**src/rtl/ram_nr1w_wr_arb_pkg.sv**
```systemverilog
// Shared types for the N-read/1-write RAM write-port controller.
package ram_nr1w_wr_arb_pkg;

    typedef enum logic [1:0] {
        ST_IDLE_RST,
        ST_INIT,
        ST_RUN
    } state_t;

endpackage

```
**src/rtl/ram_nr1w_wr_arb_rr_arbiter.sv**
```systemverilog
// Round-robin arbiter: grants the first valid requester at or after the pointer,
// then moves the pointer just past the winner.
module rr_arbiter #(
    parameter  int unsigned REQ_NB = 2,
    localparam int unsigned IDX_W  = (REQ_NB > 1) ? $clog2(REQ_NB) : 1
) (
    input  logic              clk,
    input  logic              s_rst,
    input  logic              en,
    input  logic [REQ_NB-1:0] vld,
    output logic [REQ_NB-1:0] gnt,
    output logic [IDX_W-1:0]  idx
);

    logic [IDX_W-1:0] r_ptr;
    logic [IDX_W:0]   w_sum;
    logic [IDX_W-1:0] w_idx;
    logic             w_found;

    // Candidate index is ptr+k folded back into 0..REQ_NB-1 (REQ_NB need not be a power of 2).
    always_comb begin
        w_found = 1'b0;
        w_idx   = '0;
        w_sum   = '0;
        for (int unsigned k = 0; k < REQ_NB; k++) begin
            w_sum = {1'b0, r_ptr} + (IDX_W+1)'(k);
            if (w_sum >= (IDX_W+1)'(REQ_NB))
                w_sum = w_sum - (IDX_W+1)'(REQ_NB);
            if (!w_found && vld[w_sum[IDX_W-1:0]]) begin
                w_found = 1'b1;
                w_idx   = w_sum[IDX_W-1:0];
            end
        end
    end

    always_comb begin
        gnt = '0;
        if (en && w_found)
            gnt[w_idx] = 1'b1;
    end

    assign idx = w_idx;

    always_ff @(posedge clk) begin
        if (s_rst)
            r_ptr <= '0;
        else if (en && w_found)
            r_ptr <= (w_idx == IDX_W'(REQ_NB - 1)) ? '0 : w_idx + IDX_W'(1);
    end

endmodule

```
**src/rtl/ram_nr1w_wr_arb.sv**
```systemverilog
// Write-port controller: round-robin sharing of the RAM write port plus an
// init sweep that writes INIT_VAL to every address.
module ram_nr1w_wr_arb
    import ram_nr1w_wr_arb_pkg::*;
#(
    parameter  int unsigned      WIDTH       = 32,
    parameter  int unsigned      DEPTH       = 512,
    parameter  int unsigned      REQ_NB      = 2,
    parameter  logic             INIT_AT_RST = 1'b1,
    parameter  logic [WIDTH-1:0] INIT_VAL    = '0,
    localparam int unsigned      ADD_W       = (DEPTH > 1) ? $clog2(DEPTH) : 1,
    localparam int unsigned      IDX_W       = (REQ_NB > 1) ? $clog2(REQ_NB) : 1
) (
    input  logic                          clk,
    input  logic                          s_rst,
    input  logic                          init_req,
    output logic                          init_busy,
    output logic                          init_done,
    input  logic [REQ_NB-1:0]             req_vld,
    output logic [REQ_NB-1:0]             req_rdy,
    input  logic [REQ_NB-1:0][ADD_W-1:0]  req_add,
    input  logic [REQ_NB-1:0][WIDTH-1:0]  req_data,
    output logic                          wr_en,
    output logic [ADD_W-1:0]              wr_add,
    output logic [WIDTH-1:0]              wr_data
);

    state_t            r_state;
    state_t            w_state_nxt;
    logic [ADD_W-1:0]  r_cnt;
    logic              w_last;
    logic              w_arb_en;
    logic              w_any;
    logic [REQ_NB-1:0] w_gnt;
    logic [IDX_W-1:0]  w_idx;
    logic              r_wr_en;
    logic [ADD_W-1:0]  r_wr_add;
    logic [WIDTH-1:0]  r_wr_data;
    logic              r_init_done;

    assign w_last   = (r_cnt == ADD_W'(DEPTH - 1));
    // init_req pre-empts arbitration in the cycle it arrives.
    assign w_arb_en = (r_state == ST_RUN) && !init_req;
    assign w_any    = |w_gnt;

    rr_arbiter #(.REQ_NB(REQ_NB)) u_arb (
        .clk   (clk),
        .s_rst (s_rst),
        .en    (w_arb_en),
        .vld   (req_vld),
        .gnt   (w_gnt),
        .idx   (w_idx)
    );

    always_ff @(posedge clk) begin
        if (s_rst)
            r_state <= ST_IDLE_RST;
        else
            r_state <= w_state_nxt;
    end

    always_comb begin
        w_state_nxt = r_state;
        case (r_state)
            ST_IDLE_RST: w_state_nxt = INIT_AT_RST ? ST_INIT : ST_RUN;
            ST_INIT:     if (w_last) w_state_nxt = ST_RUN;
            ST_RUN:      if (init_req) w_state_nxt = ST_INIT;
            default:     w_state_nxt = ST_IDLE_RST;
        endcase
    end

    always_ff @(posedge clk) begin
        if (s_rst) begin
            r_cnt       <= '0;
            r_wr_en     <= 1'b0;
            r_wr_add    <= '0;
            r_wr_data   <= '0;
            r_init_done <= 1'b0;
        end else begin
            r_init_done <= (r_state == ST_INIT) && w_last;
            if (r_state == ST_INIT) begin
                r_cnt     <= w_last ? '0 : r_cnt + ADD_W'(1);
                r_wr_en   <= 1'b1;
                r_wr_add  <= r_cnt;
                r_wr_data <= INIT_VAL;
            end else if (w_any) begin
                r_wr_en   <= 1'b1;
                r_wr_add  <= req_add[w_idx];
                r_wr_data <= req_data[w_idx];
            end else begin
                r_wr_en   <= 1'b0;
            end
        end
    end

    assign req_rdy   = w_gnt;
    assign init_busy = (r_state == ST_INIT);
    assign init_done = r_init_done;
    assign wr_en     = r_wr_en;
    assign wr_add    = r_wr_add;
    assign wr_data   = r_wr_data;

endmodule

```
**config.mk**
```make
export PLATFORM = sky130hd
export DESIGN_NAME = ram_nr1w_wr_arb
export DESIGN_NICKNAME = d
export VERILOG_FILES = /design/src/rtl/ram_nr1w_wr_arb_pkg.sv /design/src/rtl/ram_nr1w_wr_arb_rr_arbiter.sv /design/src/rtl/ram_nr1w_wr_arb.sv
export SDC_FILE = /design/constraint.sdc
export NUM_CORES = 1
export LEC_CHECK = 0
export ABC_AREA = 1
export BUFFER_PORTS_ARGS = -buffer_cell sky130_fd_sc_hd__buf_4
export CAP_MARGIN = 20
export CORE_UTILIZATION = 47
export CTS_CLUSTER_DIAMETER = 30
export DETAILED_ROUTE_END_ITERATION = 12
export GPL_ROUTABILITY_DRIVEN = 0
export PLACE_DENSITY = 0.87
export SYNTH_ARGS = -nofsm -noshare
export SYNTH_HDL_FRONTEND = slang
export SYNTH_SLANG_ARGS = --single-unit
```
**constraint.sdc**
```tcl
create_clock -name clk -period 1.6 [get_ports clk]
set_input_delay 0.32 -clock clk [delete_from_list [all_inputs] [get_ports clk]]
set_output_delay 0.32 -clock clk [all_outputs]
set_load 0.005 [all_outputs]
```
# Word level (Yosys, flattened, before mapping)
# Cells that the tools add are included.
# totals
regBits	55
latchBits	0
ram_bits	0
romBits	0
input_bits	87
n_memories	0
# classes
n_addsub	5
multipliers	0
div	0
magnitude_cmp	6
n_eq_ne	5
shifts	0
mux	26
n_bitwise	0
reduce_logical	12
# op_table
operator	count
$mux 32	2
$mux 9	5
$mux 1	14
$add 9x1->9 const B	1
$eq 9x9->1 const B	1
$lt 1x2->1 const B	3
$mux 2	3
$pmux 2 s3	1
$logic_and 1x1->1	5
$reduce_or 2->1	2
$add 1x1->2 const B	1
$eq 2x1->1 const B	1
$eq 2x2->1 const B	1
$ge 1x2->1 const B	1
$ge 2x2->1 const B	1
$logic_not 1->1	2
$logic_not 2->1	1
$ne 2x1->1 const B	1
$ne 2x2->1 const B	1
$reduce_and 2->1	1
$reduce_bool 2->1	1
$sub 1x1->1 const B	2
$add 1x1->1 const B	1
$demux 1 s1	1
$ge 1x1->1 const B	1

# Longest topological paths before layout
# Gate-level depths: netlist of run 1.
# depth
word_depth	16
depth_mapped	10
depth_no_buf	9

# Hierarchy
# A second synthesis of run 1 with hierarchy kept.
# unflattened
cells_unflattened	370
hier_area_um2	2976.6
# modules_own_cells
module	n_inst	cells_per_inst	area_per_inst_um2	seq_area_each_um2
ram_nr1w_wr_arb	1	356	2896.5	1081.0
rr_arbiter	1	14	80.1	20.0

# Least setup slack after synthesis of run 1
# OpenSTA, ideal clock, no wires.
# synth_path
path_kind	register -> register
startpoint	register r_cnt[0]
endpoint	register r_cnt[5]
arrival_time_ns	1.322
t_required_ns	1.481
path_slack_ns	0.159
stages_incl_launch_ff	10
n_path_buf	0
period_less_slack_ns	1.441
cell_sequence	dfxtp_1 ha_1 nand2_1 inv_1 nand2_1 nor3_1 ha_1 a21oi_1 inv_1 nor3_1
# synth_between
elab_chain_cells	2
elab_cells_between_ends	3
classes_between	1 x add/sub; 1 x eq/ne; 1 x mux
# synth_lines
item	line_no	text
start, declared	ram_nr1w_wr_arb.sv:30	logic [ADD_W-1:0] r_cnt;
start signal, assigned	ram_nr1w_wr_arb.sv:82	r_cnt <= w_last ? '0 : r_cnt + ADD_W'(1);
$add 9x1->9 or $eq 9x9->1 (tied branches)	ram_nr1w_wr_arb.sv:82, ram_nr1w_wr_arb.sv:41	
$mux 9 (*)	ram_nr1w_wr_arb.sv:82	
# Every way passes the cells marked *; elsewhere a longest branch is shown, timed or not.
# A chain may end at the register's enable or synchronous reset.

# Final worst setup path of run 1
# layout_path
startpoint	register r_cnt[0]
endpoint	register r_cnt[4]
# The elaborated chain is that of the path after synthesis.

==> results.tsv, run 1 <==
metric	value	unit
status	finished, final reports clean	
cts_buffer_depth	2	
h-tree-depth	2	
startpoint_type	flop	
cts_root_buf	clkbuf_8	
synth_area	0.00282	mm²
crit_arrival	1.76	ns
clock_sinks	55	
critPathMaxStageDelay	0.34	ns
required	1.83	ns
yosysWarnings	0	
dp_hpwl	5920	µm
path_max_fanout	4	
regToRegStartpoint	r_cnt[0]	
dieHeight	79.4	µm
antenna_cells	0	
io_buffers	132	
grt_overflow	0	
ys_ff_latch	55	
antenna_found_initial	0	
drive_above_1_share	30.2	%
drc	0	
die_w	79.4	µm
layout_common_cells	171 x nand2_1, 144 x buf_4, 62 x nand3_1	
slowest_stage	dfxtp_2	
vias	3207	
r2r_cells	9	
final_hold_viol_count	0	
drt_pass1_iterations	4	
yosysSeqAreaShare	39.1	%
pin_count	133	
worstHoldStart	s_rst	
num_rows	27	
min_path_type	primary input to flop	
drtIter0Drc	150	
start_util	49.9	%
min_period	1.53	ns
r2r_slack	0.07	ns
max_freq	653	MHz
wl	7930	µm
setup_slack	0.0690	ns
setup_viol	0	
cp-end-kind	flop	
synth_cell_types	22	
syn_nets	528	
p_leak	0.00200	µW
grt_max_degree	42	
dieArea	0.00631	mm²
tritoncts	built	
syn_inst	438	
final_util	71.0	%
vdd_drop_max	507	µV
cts_made_buffers	5	
slew_headroom	79.0	%
grt_pass1_wl	12600	µm
path_class	flop to flop	
mostFrequentLayoutCell	nand2_1	
clkTransAtPathRegs	0.09	ns
grtUsageTotal	24.9	%
postRouteAntennaNets	0	
clock-skew-final	0.00468	ns
ctsHoldBuffers	0	
fin_crit_sh	95.7	%
fill_cells	491	
maxCapViolations	0	
whs_endpoint	r_state[1]	
yosysTopAreaCellShare	39.1	%
drv_slew	0	
reg2reg_to	r_cnt[4]	
syn_area_per_cell	6.43	µm²
synthTopCellsByArea	dfxtp_1 39%, nand2_1 23%, nand3_1 11%	
max_slew.worst_pin.slew	0.315	ns
power_density	627	mW/mm²
hold-path-cell-count	2	
wire_per_inst	12.5	µm
nets	654	
worstSkewPairLatency	0.29	ns
coreArea	0.00564	mm²
post-place-ws	-0.0208	ns
critical_path.cell_chain	ha_1, nand2_1, inv_1, nand2_2, nor3_2, ha_1, a21oi_2, inv_2, nor3_2	
syn2layout_area_growth	42.2	%
grt_pass1_vias	3003	
vias_per_cell	5.05	
yosysTopAreaCell	dfxtp_1	
==> registers in the layout, summed over array words and instances (netlist names) <==
name,flops
wr_data,32
r_cnt,9
wr_add,9
r_state,2
init_done,1
u_arb.r_ptr,1
wr_en,1
==> cell type report <==
class | count | area (µm²) | area share [%]
repair buffers | 147 | 1140 | 28.5
well taps | 72 | 90.1 | 2.25
clock buffers | 6 | 72.6 | 1.81
flip-flops and latches | 55 | 1100 | 27.5
inverters | 38 | 143 | 3.56
multi-input cells | 317 | 1460 | 36.4
==> layer usage <==
metal  global-route usage [%]  up-vias  share of wire, %
met5                        0        -                 0
met4                     7.64        0               1.3
met3                     3.43       13               5.4
met2                     46.6       99                52
met1                     28.9     1465                42
li1                         -     1630                 -
==> stage by stage <==
stage | setup TNS [ns] | instance area (µm²) | hold slack (ns) | instances | total power [µW]
after global placement | 0 | 3890 | 0.452 | 627 | 1840
after floorplan | 0 | 2820 | 0.444 | 438 | 1620
after detailed placement | -0.0718 | 3890 | 0.457 | 627 | 1850
after global routing | -0.128 | 4010 | 0.257 | 635 | 2640
final | 0 | 4010 | 0.252 | 635 | 2510
after CTS | 0 | 3970 | 0.232 | 633 | 2530
==> cell usage after synthesis, drive strengths merged <==
cell,n
ha,3
nand2,174
clkbuf,7
a31oi,1
dfxtp,55
nor2,13
inv,38
xor2,1
or2,1
a21oi,41
nand3b,9
o21ai,4
nor3,6
buf,21
nand3,64
==> power by group <==
group	switching, µW	internal [µW]
clock	399	293
combinational	205	225
sequential	8.81	1380
==> worst max-delay path: cells and delay by family (launching register included) <==
kind                     cells  cell delay (ns)
flip-flops                   1             0.34
AND/OR/NAND/NOR              4             0.41
adder cells (fa/ha/maj)      2             0.41
AO/OA/AOI/OAI                1             0.15
buffers and inverters        2             0.17
==> kinds of logic (layout without fill, tap and decap cells) <==
logic type	after synthesis	after routing	synth area share (%)
AND/OR/NAND/NOR	267	267	41.0
buffers and inverters	66	191	10.0
flip-flops	55	55	39.1
AO/OA/AOI/OAI	46	46	8.21
adder cells (fa/ha/maj)	3	3	1.33
XOR/XNOR	1	1	0.311
==> repair_timing <==
| action | in CTS | in global routing |
|---|---|---|
| endpoints found under the setup margin | 5 | 13 |
| gates resized for setup | 2 | 6 |
| setup buffers | 0 | 2 |
| cloned | 0 | 0 |
| pin swaps | 0 | 2 |
==> worst max path at each step <==
stage / from / endpoint / slack [ns] / depth (start not counted)
floorplan: r_cnt[0] / r_cnt[5] / 0.16 / 9
global placement: r_cnt[0] / r_cnt[4] / 0.04 / 9
detailed placement: r_cnt[0] / r_cnt[4] / -0.02 / 9
CTS: r_cnt[0] / r_cnt[4] / 0.02 / 9
global route: r_cnt[0] / r_cnt[4] / -0.04 / 9
finish: r_cnt[0] / r_cnt[4] / 0.07 / 9
(Power assumes the default switching activity.)
==> run 2, diff against run 1 <==
--- a/config.mk
+++ b/config.mk
@@ -8,11 +8,13 @@
 export ABC_AREA = 1
 export BUFFER_PORTS_ARGS = -buffer_cell sky130_fd_sc_hd__buf_4
 export CAP_MARGIN = 20
+export CORE_MARGIN = 2
 export CORE_UTILIZATION = 47
 export CTS_CLUSTER_DIAMETER = 30
 export DETAILED_ROUTE_END_ITERATION = 12
 export GPL_ROUTABILITY_DRIVEN = 0
 export PLACE_DENSITY = 0.87
+export REMOVE_ABC_BUFFERS = 1
 export SYNTH_ARGS = -nofsm -noshare
 export SYNTH_HDL_FRONTEND = slang
 export SYNTH_SLANG_ARGS = --single-unit
==> run 2 against run 1 <==
  * Highest routed layer unchanged
  * Sequential share of layout area shrank 0.46 points
  * Critical endpoint is now r_cnt[5]
  * Combinational power grew 4.9%
  * Clock power grew 22%
  * Power grew 6.8%
  * Clock skew grew 0.0027 ns
  * Clock-buffer cell count grew 1
  * Largest power group unchanged
==> results.tsv, run 2 (synthesis results as in run 1) <==
metric	value	unit
status	finished, final reports clean	
post-place-ws	-0.00700	ns
power.total	2680	µW
drive_above_1_share	31.6	%
min_period	1.52	ns
dp_hpwl	6210	µm
cp-end-kind	flop	
cts_made_buffers	5	
wl	8380	µm
mostFrequentLayoutCell	nand2_1	
grt_pass1_vias	2927	
critical_path.cell_chain	ha_1, nand2_2, inv_2, nand2_2, nor3_4, ha_2, a21oi_2, inv_2, nor3_2	
vdd_drop_max	608	µV
drtIter0Drc	133	
dieHeight	81.4	µm
cp_top_family	simple AND/OR/NAND/NOR gates	
nets	655	
grt_overflow	0	
drc	0	
power_density	659	mW/mm²
max_slew.worst_pin.slew	0.332	ns
critPathMaxStageDelay	0.33	ns
final_hold_viol_count	0	
path_max_fanout	4	
dp_cells	633	
clkTransAtPathRegs	0.10	ns
post_cts_buffers	0	
vias	3231	
h-tree-depth	2	
num_rows	28	
slowest_stage	dfxtp_1	
tritoncts	built	
layout_common_cells	169 x nand2_1, 145 x buf_4, 62 x nand3_1	
startpoint_type	flop	
max_freq	657	MHz
required	1.84	ns
largest_reg_flops	32	
slew_headroom	77.9	%
vias_per_cell	5.04	
path_class	flop to flop	
grt_max_degree	33	
cts_root_buf	clkbuf_8	
crit_arrival	1.76	ns
fill_cells	473	
maxCapViolations	0	
p_leak	0.00203	µW
post_layout_nonfiller_instances	641	
io_buffers	132	
setup_viol	0	
crit_buf_inv	2	
cts_buffer_depth	2	
grtUsageTotal	24.7	%
worstSkewPairLatency	0.31	ns
pin_count	133	
grt_pass1_wl	12800	µm
antenna_found_initial	0	
dieArea	0.00663	mm²
clock-skew-final	0.00733	ns
drv_slew	0	
final.setup.tns	0	ns
drt_pass1_iterations	5	
syn2layout_area_growth	44.5	%
fin_crit_sh	95.2	%
setup_slack	0.0772	ns
start_util	48.2	%
coreArea	0.00585	mm²
die_w	81.4	µm
min_path_type	primary input to flop	
wire_per_inst	13.1	µm
antenna_cells	0	
clock_sinks	55	
postRouteAntennaNets	0	
## run 2: layout make-up
| class | instances | area, µm² | share of cell area (%) |
|---|---|---|---|
| Multi-Input combinational cell | 317 | 1490 | 36.6 |
| Timing Repair Buffer | 148 | 1140 | 28.0 |
| Sequential cell | 55 | 1100 | 27.1 |
| Inverter | 38 | 143 | 3.50 |
| Clock buffer | 7 | 96.3 | 2.37 |
| Tap cell | 75 | 93.8 | 2.30 |
| Clock inverter | 1 | 7.51 | 0.184 |
## run 2: where the power goes
group	internal (µW)	switching, µW	leakage, µW
combinational	233	219	0.00154
clock	394	448	0.0000505
sequential	1380	8.95	0.000445
## run 2: metrics by stage
stage / utilization [%] / instance area (µm²) / hold slack, ns
global route: 69.6 / 4070 / 0.244
CTS: 68.8 / 4030 / 0.230
global placement: 66.8 / 3910 / 0.451
detailed placement: 66.8 / 3910 / 0.455
floorplan: - / 2680 / 0.389
finish: 69.6 / 4070 / 0.244
## run 2: worst register-to-register path, delay by kind of cell, from the launching register on
family	cells	cell delay, ns
AOI/OAI and AO/OA	1	0.15
adders and majority gates	2	0.41
and+or+nand+nor	4	0.42
DFF	1	0.33
buffers and inverters	2	0.14
## run 2: routing by layer
metal | global-route usage [%] | wire (µm) | vias up
met2 | 46.6 | 4300 | 113
met1 | 26.8 | 3280 | 1466
li1 | - | - | 1639
met4 | 9.15 | 145 | 0
met5 | 0 | 0 | -
met3 | 5.38 | 661 | 13
## run 2: worst paths after layout
path,startpoint,endpoint,slack (ns),cells after the start
hold reg to reg,wr_data[30],wr_data[30],0.47,2
hold / removal,s_rst,r_state[1],0.24,2
setup / recovery,r_cnt[0],r_cnt[5],0.08,9
setup reg to reg,r_cnt[0],r_cnt[5],0.08,9
## run 2: timing repair
action,in CTS,in global routing
hold buffers,0,0
gates resized for setup,4,13
endpoints found under the setup margin,4,14
pin swaps,0,1
==> run 3, diff against run 2 <==
--- a/config.mk
+++ b/config.mk
@@ -5,16 +5,16 @@
 export SDC_FILE = /design/constraint.sdc
 export NUM_CORES = 1
 export LEC_CHECK = 0
-export ABC_AREA = 1
 export BUFFER_PORTS_ARGS = -buffer_cell sky130_fd_sc_hd__buf_4
 export CAP_MARGIN = 20
 export CORE_MARGIN = 2
-export CORE_UTILIZATION = 47
+export CORE_UTILIZATION = 43
 export CTS_CLUSTER_DIAMETER = 30
 export DETAILED_ROUTE_END_ITERATION = 12
 export GPL_ROUTABILITY_DRIVEN = 0
-export PLACE_DENSITY = 0.87
+export PLACE_DENSITY = 0.85
 export REMOVE_ABC_BUFFERS = 1
+export SETUP_SLACK_MARGIN = 0.3
 export SYNTH_ARGS = -nofsm -noshare
 export SYNTH_HDL_FRONTEND = slang
 export SYNTH_SLANG_ARGS = --single-unit
==> run 3 against run 2 <==
  * The run now ends with negative setup slack left
  * Non-clock buffer count grew 23
  * Wire length grew 8.0%
  * Critical path depth shrank 6
  * Worst hold slack lost 0.047 ns
  * Design area grew 5.3%
  * Die area shrank 11%
  * First-iteration DRC count shrank 26%
  * Synthesized cell count shrank 42%
  * Fmax shrank 8.1%
  * Final cell count shrank 24%
  * Clock power shrank 14%
  * Clock-buffer cell count shrank 1
  * Critical endpoint is now req_rdy[1]
  * Highest routed layer unchanged
==> results.tsv, run 3 <==
metric	value	unit
status	finished, violations left	
violations	negative setup slack	
p_sw_share	23.8	%
fin_crit_sh	104	%
drive_above_1_share	62.8	%
vdd_drop_max	378	µV
synth-edff-count	0	
grt_max_degree	33	
synth_most_common_cell	nand2_1	
intPower	1900	µW
min_period	1.66	ns
clock-skew-final	0.00586	ns
cts_buffer_depth	2	
r2r_cells	8	
p_sw	595	µW
cts_made_buffers	5	
p_seq_share	55.3	%
setup_slack	-0.0578	ns
syn_area_per_cell	8.91	µm²
slew_headroom	75.1	%
nets	510	
dp_hpwl	4880	µm
path_class	flop to output pin	
ys_ff_latch	55	
pin_count	133	
path_max_fanout	5	
required	1.28	ns
tritoncts	built	
yosysTopAreaCellShare	48.3	%
die_w	76.8	µm
worstSkewPairLatency	0.30	ns
grt_overflow	0	
final_util	83.9	%
clock_sinks	55	
cp-end-kind	output pin	
grtUsageTotal	25.6	%
dieHeight	76.8	µm
drv_slew	0	
synth_common_cells	70 x nand2_1, 55 x dfxtp_1, 41 x a22oi_1	
syn_inst	256	
largest_reg_flops	32	
min_path_type	primary input to flop	
crit_arrival	1.34	ns
setup_viol	5	
postRouteAntennaNets	0	
synthTopCellsByArea	dfxtp_1 48%, a22oi_1 14%, nand2_1 12%	
antenna_found_initial	0	
vias	2646	
startpoint_type	flop	
dieArea	0.00590	mm²
hold-path-cell-count	3	
clkPwrFrac	28.9	%
p_leak	0.00195	µW
wl	9050	µm
max_slew.worst_pin.slew	0.372	ns
start_util	44.6	%
synth_area	0.00228	mm²
yosysWarnings	0	
coreArea	0.00511	mm²
fill_cells	288	
clkTransAtPathRegs	0.09	ns
max_freq	603	MHz
synthArstFlopShare	0	%
drtIter0Drc	99	
syn2layout_area_growth	88.0	%
cts_root_buf	clkbuf_8	
drt_pass1_iterations	4	
final_hold_viol_count	0	
io_buffers	132	
grt_pass1_vias	2536	
synth_cell_types	34	
wire_per_inst	18.5	µm
power_density	582	mW/mm²
num_rows	26	
yosysSeqAreaShare	48.3	%
layout_common_cells	144 x buf_4, 67 x nand2_1, 44 x dfxtp_1	
antenna_cells	0	
h-tree-depth	2	
drc	0	
placed_area	0.00341	mm²
maxCapViolations	0	
fin_area	0.00429	mm²
ys.flop_type	dfxtp_1	
vias_per_cell	5.41	
rsz0062_at_grt	true	
dp_cells	455	
grt_pass1_wl	12200	µm
mostFrequentLayoutCell	buf_4	
post_layout_nonfiller_instances	489	
power.total	2500	µW
yosysTopAreaCell	dfxtp_1	
hold_slack	0.197	ns
comb_power_share	15.9	%
run 3: power by group through the flow:
stage / clock network (µW) / registers (µW) / logic, µW
6_report: 720 / 1380 / 396
3_3_place_gp: 0 / 1420 / 272
5_1_grt: 772 / 1380 / 417
3_5_place_dp: 0 / 1420 / 275
4_1_cts: 720 / 1380 / 309
2_1_floorplan: 0 / 1420 / 59.0
run 3: repair_timing:
item / CTS / global route
hold buffers: 0 / 0
cloned: 3 / 2
resized for setup: 66 / 68
endpoints found under the setup margin: 55 / 56
setup buffers: 8 / 15
pin swaps: 36 / 46
run 3: per-stage QoR:
| stage | worst slack (ns) | setup TNS, ns |
|---|---|---|
| 2_1_floorplan | -0.971 | -38.93 |
| 3_3_place_gp | 0.0152 | 0 |
| 3_5_place_dp | -0.0342 | -0.135 |
| 4_1_cts | -0.0185 | -0.0185 |
| 5_1_grt | -0.0814 | -1.18 |
| 6_report | -0.0578 | -0.124 |
run 3: worst paths after layout:
path	from	to	slack, ns
setup / recovery	r_state[0]	req_rdy[1]	-0.06
setup reg to reg	r_state[0]	wr_data[12]	-0.03
hold / removal	req_data[19]	wr_data[19]	0.20
hold reg to reg	wr_data[30]	wr_data[30]	0.49
run 3: layer usage:
layer / part of all wire, % / track usage [%] / wire, µm / vias up
met5: 0 / 0 / 0 / -
met4: 2.7 / 5.64 / 244 / 0
met3: 6.2 / 7.18 / 558 / 25
met2: 53 / 49.4 / 4810 / 119
met1: 38 / 27.3 / 3440 / 1273
li1: - / - / - / 1229
run 3: kinds of logic (layout without fill, tap and decap cells):
family,Yosys count,after routing,synth area share (%)
and+or+nand+nor,103,103,20.4
DFF,55,55,48.3
muxes,9,9,3.95
AOI/OAI and AO/OA,65,65,19.8
xor gates and xnor gates,5,5,1.92
buffers and inverters,16,179,4.01
adders and majority gates,3,3,1.65
run 3: worst max-delay path: stages, from the launching register on:
cell,delay (ns)
dfxtp_4,0.37
or3b_4,0.43
nor2_4,0.13
buf_6,0.11
run 3: final cells by class:
type	instances	area (µm²)	area share (%)
Sequential cell	55	1130	26.3
Tap cell	70	87.6	2.04
Inverter	2	10.0	0.234
Timing Repair Buffer	171	1500	34.9
Clock buffer	6	72.6	1.69
Multi-Input combinational cell	185	1490	34.9
